<file path="src/rtl/chimera_clu_pwr_seq_if.sv">
// Command handshake between the SoC register file (master) and the
// per-cluster power sequencer (slave).
interface chimera_clu_pwr_seq_if;
  logic cmd_valid;
  logic cmd_on;
  logic cmd_ready;

  modport master (
    output cmd_valid,
    output cmd_on,
    input  cmd_ready
  );

  modport slave (
    input  cmd_valid,
    input  cmd_on,
    output cmd_ready
  );
endinterface

</file>
<file path="src/rtl/chimera_clu_pwr_seq.sv">
// Per-cluster power/isolation sequencer: orders clock enable, reset release and
// de-isolation on power-up, and the reverse on power-down, with timed holds.
module chimera_clu_pwr_seq #(
  parameter int unsigned RstHoldCycles = 8,
  parameter int unsigned SettleCycles  = 4,
  parameter int unsigned IsoTimeout    = 1024
) (
  input  logic                        soc_clk_i,
  input  logic                        rst_i,
  chimera_clu_pwr_seq_if.slave        cmd,
  input  logic                        isolated_i,
  output logic                        isolate_o,
  output logic                        clk_en_o,
  output logic                        clu_rst_no,
  output logic                        powered_o,
  output logic                        busy_o,
  output logic                        timeout_o
);

  localparam int unsigned MaxHold  = (RstHoldCycles > SettleCycles) ? RstHoldCycles : SettleCycles;
  localparam int unsigned MaxLoad  = (MaxHold > IsoTimeout) ? MaxHold : IsoTimeout;
  localparam int unsigned CntWidth = $clog2(MaxLoad + 1);

  localparam logic [CntWidth-1:0] CntOne      = CntWidth'(1);
  localparam logic [CntWidth-1:0] LdRstHold   = CntWidth'(RstHoldCycles);
  localparam logic [CntWidth-1:0] LdSettle    = CntWidth'(SettleCycles);
  localparam logic [CntWidth-1:0] LdIsoTimout = CntWidth'(IsoTimeout);

  localparam logic [2:0] ST_OFF        = 3'd0;
  localparam logic [2:0] ST_CLK_ON     = 3'd1;
  localparam logic [2:0] ST_RST_REL    = 3'd2;
  localparam logic [2:0] ST_DEISO      = 3'd3;
  localparam logic [2:0] ST_ON         = 3'd4;
  localparam logic [2:0] ST_ISO        = 3'd5;
  localparam logic [2:0] ST_RST_ASSERT = 3'd6;
  localparam logic [2:0] ST_CLK_OFF    = 3'd7;

  logic [2:0]          state_q, state_d;
  logic [CntWidth-1:0] cnt_q, cnt_d;
  logic                timeout_q, timeout_d;

  logic                cmd_ready;
  logic                cmd_accept;
  logic                cnt_last;
  logic [CntWidth-1:0] cnt_dec;

  assign cmd_ready  = (state_q == ST_OFF) || (state_q == ST_ON);
  assign cmd_accept = cmd.cmd_valid && cmd_ready;
  assign cnt_last   = (cnt_q == CntOne);
  // Saturating decrement keeps the counter from ever wrapping below 1.
  assign cnt_dec    = (cnt_q > CntOne) ? (cnt_q - CntOne) : cnt_q;

  always_comb begin
    state_d   = state_q;
    cnt_d     = cnt_dec;
    timeout_d = timeout_q;

    case (state_q)
      ST_OFF: begin
        cnt_d = cnt_q;
        if (cmd_accept) begin
          timeout_d = 1'b0;
          if (cmd.cmd_on) begin
            state_d = ST_CLK_ON;
            cnt_d   = LdRstHold;
          end
        end
      end
      ST_CLK_ON: begin
        if (cnt_last) begin
          state_d = ST_RST_REL;
          cnt_d   = LdSettle;
        end
      end
      ST_RST_REL: begin
        if (cnt_last) begin
          state_d = ST_DEISO;
          cnt_d   = LdIsoTimout;
        end
      end
      ST_DEISO: begin
        // A cluster that never reports de-isolation still gets marked powered,
        // but the sticky timeout flag tells software something went wrong.
        if (!isolated_i) begin
          state_d = ST_ON;
        end else if (cnt_last) begin
          state_d   = ST_ON;
          timeout_d = 1'b1;
        end
      end
      ST_ON: begin
        cnt_d = cnt_q;
        if (cmd_accept) begin
          timeout_d = 1'b0;
          if (!cmd.cmd_on) begin
            state_d = ST_ISO;
            cnt_d   = LdIsoTimout;
          end
        end
      end
      ST_ISO: begin
        if (isolated_i) begin
          state_d = ST_RST_ASSERT;
          cnt_d   = LdRstHold;
        end else if (cnt_last) begin
          state_d   = ST_RST_ASSERT;
          cnt_d     = LdRstHold;
          timeout_d = 1'b1;
        end
      end
      ST_RST_ASSERT: begin
        if (cnt_last) begin
          state_d = ST_CLK_OFF;
          cnt_d   = LdSettle;
        end
      end
      ST_CLK_OFF: begin
        if (cnt_last) begin
          state_d = ST_OFF;
        end
      end
      default: begin
        state_d = ST_OFF;
        cnt_d   = '0;
      end
    endcase
  end

  always_ff @(posedge soc_clk_i) begin
    if (rst_i) begin
      state_q   <= ST_OFF;
      cnt_q     <= '0;
      timeout_q <= 1'b0;
    end else begin
      state_q   <= state_d;
      cnt_q     <= cnt_d;
      timeout_q <= timeout_d;
    end
  end

  // Outputs depend on the state register only, so no input reaches an output
  // combinationally.
  always_comb begin
    isolate_o  = 1'b1;
    clk_en_o   = 1'b0;
    clu_rst_no = 1'b0;
    case (state_q)
      ST_OFF:        begin isolate_o = 1'b1; clk_en_o = 1'b0; clu_rst_no = 1'b0; end
      ST_CLK_ON:     begin isolate_o = 1'b1; clk_en_o = 1'b1; clu_rst_no = 1'b0; end
      ST_RST_REL:    begin isolate_o = 1'b1; clk_en_o = 1'b1; clu_rst_no = 1'b1; end
      ST_DEISO:      begin isolate_o = 1'b0; clk_en_o = 1'b1; clu_rst_no = 1'b1; end
      ST_ON:         begin isolate_o = 1'b0; clk_en_o = 1'b1; clu_rst_no = 1'b1; end
      ST_ISO:        begin isolate_o = 1'b1; clk_en_o = 1'b1; clu_rst_no = 1'b1; end
      ST_RST_ASSERT: begin isolate_o = 1'b1; clk_en_o = 1'b1; clu_rst_no = 1'b0; end
      ST_CLK_OFF:    begin isolate_o = 1'b1; clk_en_o = 1'b0; clu_rst_no = 1'b0; end
      default:       begin isolate_o = 1'b1; clk_en_o = 1'b0; clu_rst_no = 1'b0; end
    endcase
  end

  assign powered_o     = (state_q == ST_ON);
  assign busy_o        = !cmd_ready;
  assign timeout_o     = timeout_q;
  assign cmd.cmd_ready = cmd_ready;

endmodule

</file>
<file path="src/flat_wrapper.sv">
// flat-port wrapper written by rule: the top's interface ports become plain ports
module chimera_clu_pwr_seq_flat 
#(
  parameter int unsigned RstHoldCycles = 8,
  parameter int unsigned SettleCycles  = 4,
  parameter int unsigned IsoTimeout    = 1024
)
  (soc_clk_i, rst_i, isolated_i, isolate_o, clk_en_o, clu_rst_no, powered_o, busy_o, timeout_o, cmd_cmd_valid, cmd_cmd_on, cmd_cmd_ready);
  chimera_clu_pwr_seq_if cmd_i ();
  input  logic soc_clk_i;
  input  logic rst_i;
  input  logic isolated_i;
  output logic isolate_o;
  output logic clk_en_o;
  output logic clu_rst_no;
  output logic powered_o;
  output logic busy_o;
  output logic timeout_o;
  input wire logic [$bits(cmd_i.cmd_valid)-1:0] cmd_cmd_valid;
  input wire logic [$bits(cmd_i.cmd_on)-1:0] cmd_cmd_on;
  output wire logic [$bits(cmd_i.cmd_ready)-1:0] cmd_cmd_ready;
  assign cmd_i.cmd_valid = cmd_cmd_valid;
  assign cmd_i.cmd_on = cmd_cmd_on;
  assign cmd_cmd_ready = cmd_i.cmd_ready;
  chimera_clu_pwr_seq #(.RstHoldCycles(RstHoldCycles), .SettleCycles(SettleCycles), .IsoTimeout(IsoTimeout)) u_core (.soc_clk_i(soc_clk_i), .rst_i(rst_i), .cmd(cmd_i), .isolated_i(isolated_i), .isolate_o(isolate_o), .clk_en_o(clk_en_o), .clu_rst_no(clu_rst_no), .powered_o(powered_o), .busy_o(busy_o), .timeout_o(timeout_o));
endmodule
</file>
<file path="config.mk">
export PLATFORM = sky130hd
export DESIGN_NAME = chimera_clu_pwr_seq_flat
export DESIGN_NICKNAME = d
export VERILOG_FILES = /design/src/rtl/chimera_clu_pwr_seq_if.sv /design/src/rtl/chimera_clu_pwr_seq.sv /design/src/flat_wrapper.sv
export SDC_FILE = /design/constraint.sdc
export NUM_CORES = 1
export LEC_CHECK = 0
export ABC_AREA = 1
export CORE_UTILIZATION = 31
export CTS_CLUSTER_SIZE = 8
export DETAILED_ROUTE_END_ITERATION = 10
export GPL_TIMING_DRIVEN = 0
export HOLD_SLACK_MARGIN = 0.05
export PLACE_DENSITY = 0.59
export SYNTH_ARGS = -nofsm -noshare
export SYNTH_HDL_FRONTEND = slang
export SYNTH_SLANG_ARGS = --single-unit
</file>
<file path="constraint.sdc">
create_clock -name soc_clk_i -period 2.6 [get_ports soc_clk_i]
set_clock_uncertainty 0.15 [all_clocks]
set_input_delay 0.78 -clock soc_clk_i [delete_from_list [all_inputs] [get_ports soc_clk_i]]
set_output_delay 0.78 -clock soc_clk_i [all_outputs]
set_load 0.05 [all_outputs]
</file>
==> results of run 1 <==
## cell families after synthesis
| family | share of synthesized area [%] |
|---|---|
| xor+xnor | 4.07 |
| compound gates | 11.4 |
| flops | 27.9 |
| buf+inv | 8.44 |
| fa+ha+maj | 6.79 |
| simple gates | 41.3 |
## per-stage QoR
stage          area, µm²  setup TNS, ns
6_report            1500              0
5_1_grt             1500              0
4_1_cts             1500              0
3_5_place_dp        1460        -0.0422
3_3_place_gp        1460        -0.0587
2_1_floorplan       1290              0
## worst paths after layout
kind | from | end | slack, ns
setup / recovery | u_core.state_q[1]$_SDFFE_PP0N_ | cmd_cmd_ready | 0.14
hold / removal | u_core.cnt_q[0]$_SDFFE_PP0P_ | u_core.cnt_q[0]$_SDFFE_PP0P_ | 0.36
setup reg to reg | u_core.state_q[1]$_SDFFE_PP0N_ | u_core.cnt_q[1]$_SDFFE_PP0P_ | 0.57
hold reg to reg | u_core.cnt_q[0]$_SDFFE_PP0P_ | u_core.cnt_q[0]$_SDFFE_PP0P_ | 0.36
## Yosys cell counts
| library cell | number |
|---|---|
| nand2_1 | 46 |
| nand3_1 | 8 |
| nor3b_2 | 1 |
| dfxtp_1 | 18 |
| nor2_1 | 26 |
| xor2_1 | 2 |
| a31oi_1 | 2 |
| inv_2 | 6 |
| a21oi_1 | 6 |
| nand2_2 | 7 |
| o21ai_1 | 1 |
| o21ai_4 | 1 |
| o21ai_2 | 2 |
| nor4_1 | 1 |
| o21ai_0 | 9 |
| inv_1 | 20 |
| nand3_4 | 1 |
| nand2_4 | 2 |
| nor3_2 | 2 |
| nor2_4 | 3 |
| buf_6 | 1 |
| xnor2_1 | 4 |
| nor2_2 | 3 |
| ha_1 | 7 |
| nand4_1 | 6 |
| o211ai_1 | 2 |
| nor3_1 | 2 |
| o22ai_1 | 1 |
## worst max-delay path: cells and delay by family, from the launching register on
family	cells	cell delay (ns)
buffers and inverters	2	0.67
flip-flops	1	0.35
adder cells (fa/ha/maj)	1	0.26
## sequential cells by signal, indices dropped and copies added (netlist names)
| register | flops |
|---|---|
| u_core.cnt_q | 11 |
| u_core.clk_en_o | 1 |
| u_core.timeout_o | 1 |
| u_core.clu_rst_no | 1 |
| u_core.state_q | 3 |
| u_core.isolate_o | 1 |
## layout make-up
type	instances	area (µm²)	share of cell area (%)
Buffer	1	11.3	0.751
Clock buffer	3	41.3	2.75
Inverter	26	97.6	6.51
Multi-Input combinational cell	145	821	54.8
Sequential cell	18	360	24.0
Tap cell	50	62.6	4.17
Timing Repair Buffer	11	105	7.01
## layer usage
metal | track usage, % | routed length, µm | part of all wire [%] | vias to the layer above
met2 | 20.0 | 1150 | 45 | 21
met1 | 18.8 | 1290 | 50 | 521
li1 | - | - | - | 636
met5 | 0 | 0 | 0 | -
met4 | 3.99 | 28 | 1.1 | 0
met3 | 2.40 | 110 | 4.3 | 4
==> impl_metrics.json, run 1 <==
{
  "status": "finished clean",
  "diodes": 0,
  "num_vias": 1182,
  "fp.dieW_um": 66.5,
  "clock-root-buffer": "clkbuf_8",
  "synthDistinctLibCells": 28,
  "hold_depth": 2,
  "final_cell_mix": "nand2_1, nor2_1, inv_1",
  "overflow": 0,
  "grt_pass1_vias": 1030,
  "synthCells": 190,
  "fp.coreArea_um2": 4000,
  "fillerInstances": 417,
  "path_clk_slew_ns": 0.07,
  "grt_setup_unrepaired": "no",
  "cp.required_ns": 1.67,
  "syn_area_um2": 1290,
  "synth_area_leader_cell": "dfxtp_1",
  "antenna_found_initial": 0,
  "syn_avg_cell_area_um2": 6.79,
  "cts_max_level": 1,
  "cts_tree": "yes",
  "worstSkewPairLatency_ns": 0.25,
  "max_freq_mhz": 407,
  "wirelength_mm": 2.58,
  "mostFrequentLayoutCell": "nand2_1",
  "timing.final.setup_violations": 0,
  "num-nets-final": 218,
  "dr.pass1.iters": 4,
  "cp.arrival_ns": 1.53,
  "seq_area_frac_synth_pct": 27.9,
  "crit_fanout": 5,
  "setup_ws_ns": 0.144,
  "endpoint_kind": "output port",
  "dieArea_um2": 4420,
  "period_needed_ns": 2.46,
  "cts_made_buffers": 3,
  "clock_sinks": 18,
  "initial_utilization_pct": 32.2,
  "vias_per_cell": 4.65,
  "r2r_cells": 11,
  "layout-drive-gt1-share_pct": 16.7,
  "drcViolationCount": 0,
  "ant_nets": 0,
  "synth.area.top_cells": "dfxtp_1, nand2_1, nor2_1, ha_1, inv_1",
  "finish.utilization_pct": 37.5,
  "drt_iter0_drc": 51,
  "cap_violations": 0,
  "final_cells": 254,
  "tightest_slew_ns": 0.501,
  "num_io_pins": 12,
  "dp_cells": 251,
  "synth.top_cell.area_share_pct": 27.9,
  "avgRoutedWirePerCell_um": 10.2,
  "syn_nets": 202,
  "die_h_um": 66.5,
  "timing.hold.ws_ns": 0.363,
  "dp_hpwl_mm": 2.02,
  "routabilityCongestion": 0.795,
  "crit_slowest_cell": "dlygate4sd2_1",
  "grt_pass1_wl_mm": 4.51,
  "clockBufferDepth": 2,
  "start_kind": "flop",
  "synth_warnings": 0,
  "postCtsSetupBuffers": 0,
  "cts_resized": 6,
  "grt_usage_pct": 13.2,
  "portBuffers": 11,
  "slew_viol_final": 0,
  "syn_to_final_growth_pct": 16.2,
  "grt_max_degree": 11,
  "critical_path_class": "flop to output port",
  "crit_chain": "inv_1, ha_1, dlygate4sd2_1",
  "cts_hold_buf": 0,
  "row_count": 23,
  "finalHoldViolCount": 0,
  "min_path_type": "flop to flop",
  "dp_slack_ns": -0.0228,
  "ys_ff_latch": 18,
  "fin_crit_sh_pct": 94.5,
  "max_stage_delay_ns": 0.56,
  "slew_headroom_pct": 66.5
}
Power of run 1 is left out: the tool's default activity adds up to more than one toggle a clock period on the data nets, which glitch-free logic cannot reach.
==> run 2: changes to the inputs <==
==> constraint.sdc (replaced) <==
create_clock -name soc_clk_i -period 2.5 [get_ports soc_clk_i]
set_clock_uncertainty 0.15 [all_clocks]
set_input_delay 0.75 -clock soc_clk_i [delete_from_list [all_inputs] [get_ports soc_clk_i]]
set_output_delay 0.75 -clock soc_clk_i [all_outputs]
set_load 0.05 [all_outputs]
==> run 2 against run 1 <==
Against the previous run: die area unchanged; utilization up 0.16 points; global-route usage about the same; critical path type unchanged; largest cell class unchanged; highest routed layer unchanged.
==> impl_metrics.json, run 2 (same netlist as run 1, synthesis figures left out) <==
{
  "layout-drive-gt1-share_pct": 17.2,
  "final_cell_mix": "nand2_1, nor2_1, inv_1",
  "syn_to_final_growth_pct": 16.7,
  "num-nets-final": 218,
  "fillerInstances": 418,
  "dieArea_um2": 4420,
  "dr.pass1.iters": 4,
  "ant_nets": 0,
  "dp_hpwl_mm": 2.02,
  "multiInputGateArea_um2": 823,
  "cp.arrival_ns": 1.49,
  "slew_headroom_pct": 66.5,
  "die_h_um": 66.5,
  "fin_crit_sh_pct": 95.7,
  "min_from": "u_core.cnt_q[0]$_SDFFE_PP0P_",
  "top_register": "u_core.cnt_q",
  "grt_max_degree": 11,
  "clock_sinks": 18,
  "reg2reg_from": "u_core.state_q[1]$_SDFFE_PP0N_",
  "crit_fanout": 5,
  "tightest_slew_ns": 0.501,
  "routabilityCongestion": 0.795,
  "critical_path_class": "flop to output port",
  "row_count": 23,
  "diodes": 0,
  "max_stage_delay_ns": 0.54,
  "drt_iter0_drc": 53,
  "cap_violations": 0,
  "portBuffers": 11,
  "cts_max_level": 1,
  "min_path_type": "flop to flop",
  "finish.utilization_pct": 37.6,
  "num_vias": 1190,
  "vias_per_cell": 4.69,
  "initial_utilization_pct": 32.2,
  "cts_made_buffers": 3,
  "cts_tree": "yes",
  "overflow": 0,
  "path_clk_slew_ns": 0.07,
  "endpoint_kind": "output port",
  "max_freq_mhz": 418,
  "wirelength_mm": 2.58,
  "largest_reg_flops": 11,
  "timing.hold.ws_ns": 0.363,
  "grt_pass1_wl_mm": 4.53,
  "avgRoutedWirePerCell_um": 10.1,
  "postCtsSetupBuffers": 0,
  "finalHoldViolCount": 0,
  "status": "finished clean",
  "timing.final.setup_violations": 0,
  "num_io_pins": 12,
  "reg_top3": "u_core.cnt_q x11, u_core.state_q x3",
  "start_kind": "flop",
  "crit_chain": "inv_1, ha_2, dlygate4sd2_1",
  "fp.dieW_um": 66.5,
  "grt_setup_unrepaired": "no",
  "crit_slowest_cell": "dlygate4sd2_1",
  "clock-root-buffer": "clkbuf_8",
  "antenna_found_initial": 0,
  "worstSkewPairLatency_ns": 0.25,
  "crit_buf_inv": 2,
  "cp.required_ns": 1.60,
  "fp.coreArea_um2": 4000,
  "drcViolationCount": 0,
  "period_needed_ns": 2.39,
  "slew_viol_final": 0,
  "mostFrequentLayoutCell": "nand2_1",
  "crit_family": "buffers and inverters",
  "clockBufferDepth": 2,
  "grt_usage_pct": 13.3,
  "ff_latch_area_um2": 360,
  "cts_hold_buf": 0,
  "startpoint": "u_core.state_q[1]$_SDFFE_PP0N_",
  "grt_pass1_vias": 1036
}
-- run 2: changes by cell type in the layout (fill, tap and decap cells not counted), sizes merged --
cell | before | now
clkdlybuf4s18 | 0 | 2
clkbuf | 4 | 3
clkdlybuf4s15 | 1 | 0
-- run 2: worst min-delay path: stages, from the launching register on --
cell and delay, ns:
dfxtp_1 0.34, nand2_1 0.07, a21oi_1 0.05
-- run 2: worst paths after layout --
kind,endpoint,slack (ns),depth (start not counted)
max,cmd_cmd_ready,0.11,3
min,u_core.cnt_q[0]$_SDFFE_PP0P_,0.36,2
max reg2reg,u_core.clk_en_o$_DFF_P_,0.49,11
min reg2reg,u_core.cnt_q[0]$_SDFFE_PP0P_,0.36,2
-- run 2: cell type report --
class / count / share of cell area, %
tap: 50 / 4.16
sequential: 18 / 23.9
timing repair buffer: 11 / 7.23
multi-input combinational: 145 / 54.7
buffer: 1 / 0.748
clock buffer: 3 / 2.74
inverter: 26 / 6.48
-- run 2: per-stage QoR --
stage	area (µm²)	cells	worst slack [ns]	setup TNS, ns
3_5_place_dp	1460	251	-0.0928	-0.182
6_report	1510	254	0.108	0
5_1_grt	1510	254	0.0157	0
3_3_place_gp	1460	251	-0.102	-0.199
4_1_cts	1510	254	0.0529	0
2_1_floorplan	1290	190	0.0696	0
-- run 2: timing repair --
action | 4_1_cts | 5_1_grt
setup endpoints to repair | 3 | 3
pin swaps | 0 | 0
gates resized for setup | 7 | 3
cloned | 0 | 0
-- run 2: layer usage --
metal  share of wire [%]  wire length (µm)  track usage (%)  vias up
met2                  44              1140             20.2       23
met4                 1.1                28             3.99        0
met3                 4.4               113             2.40        4
met1                  50              1300             18.8      526
li1                    -                 -                -      637
met5                   0                 0                0        -
Power of run 2 is left out for the same reason.
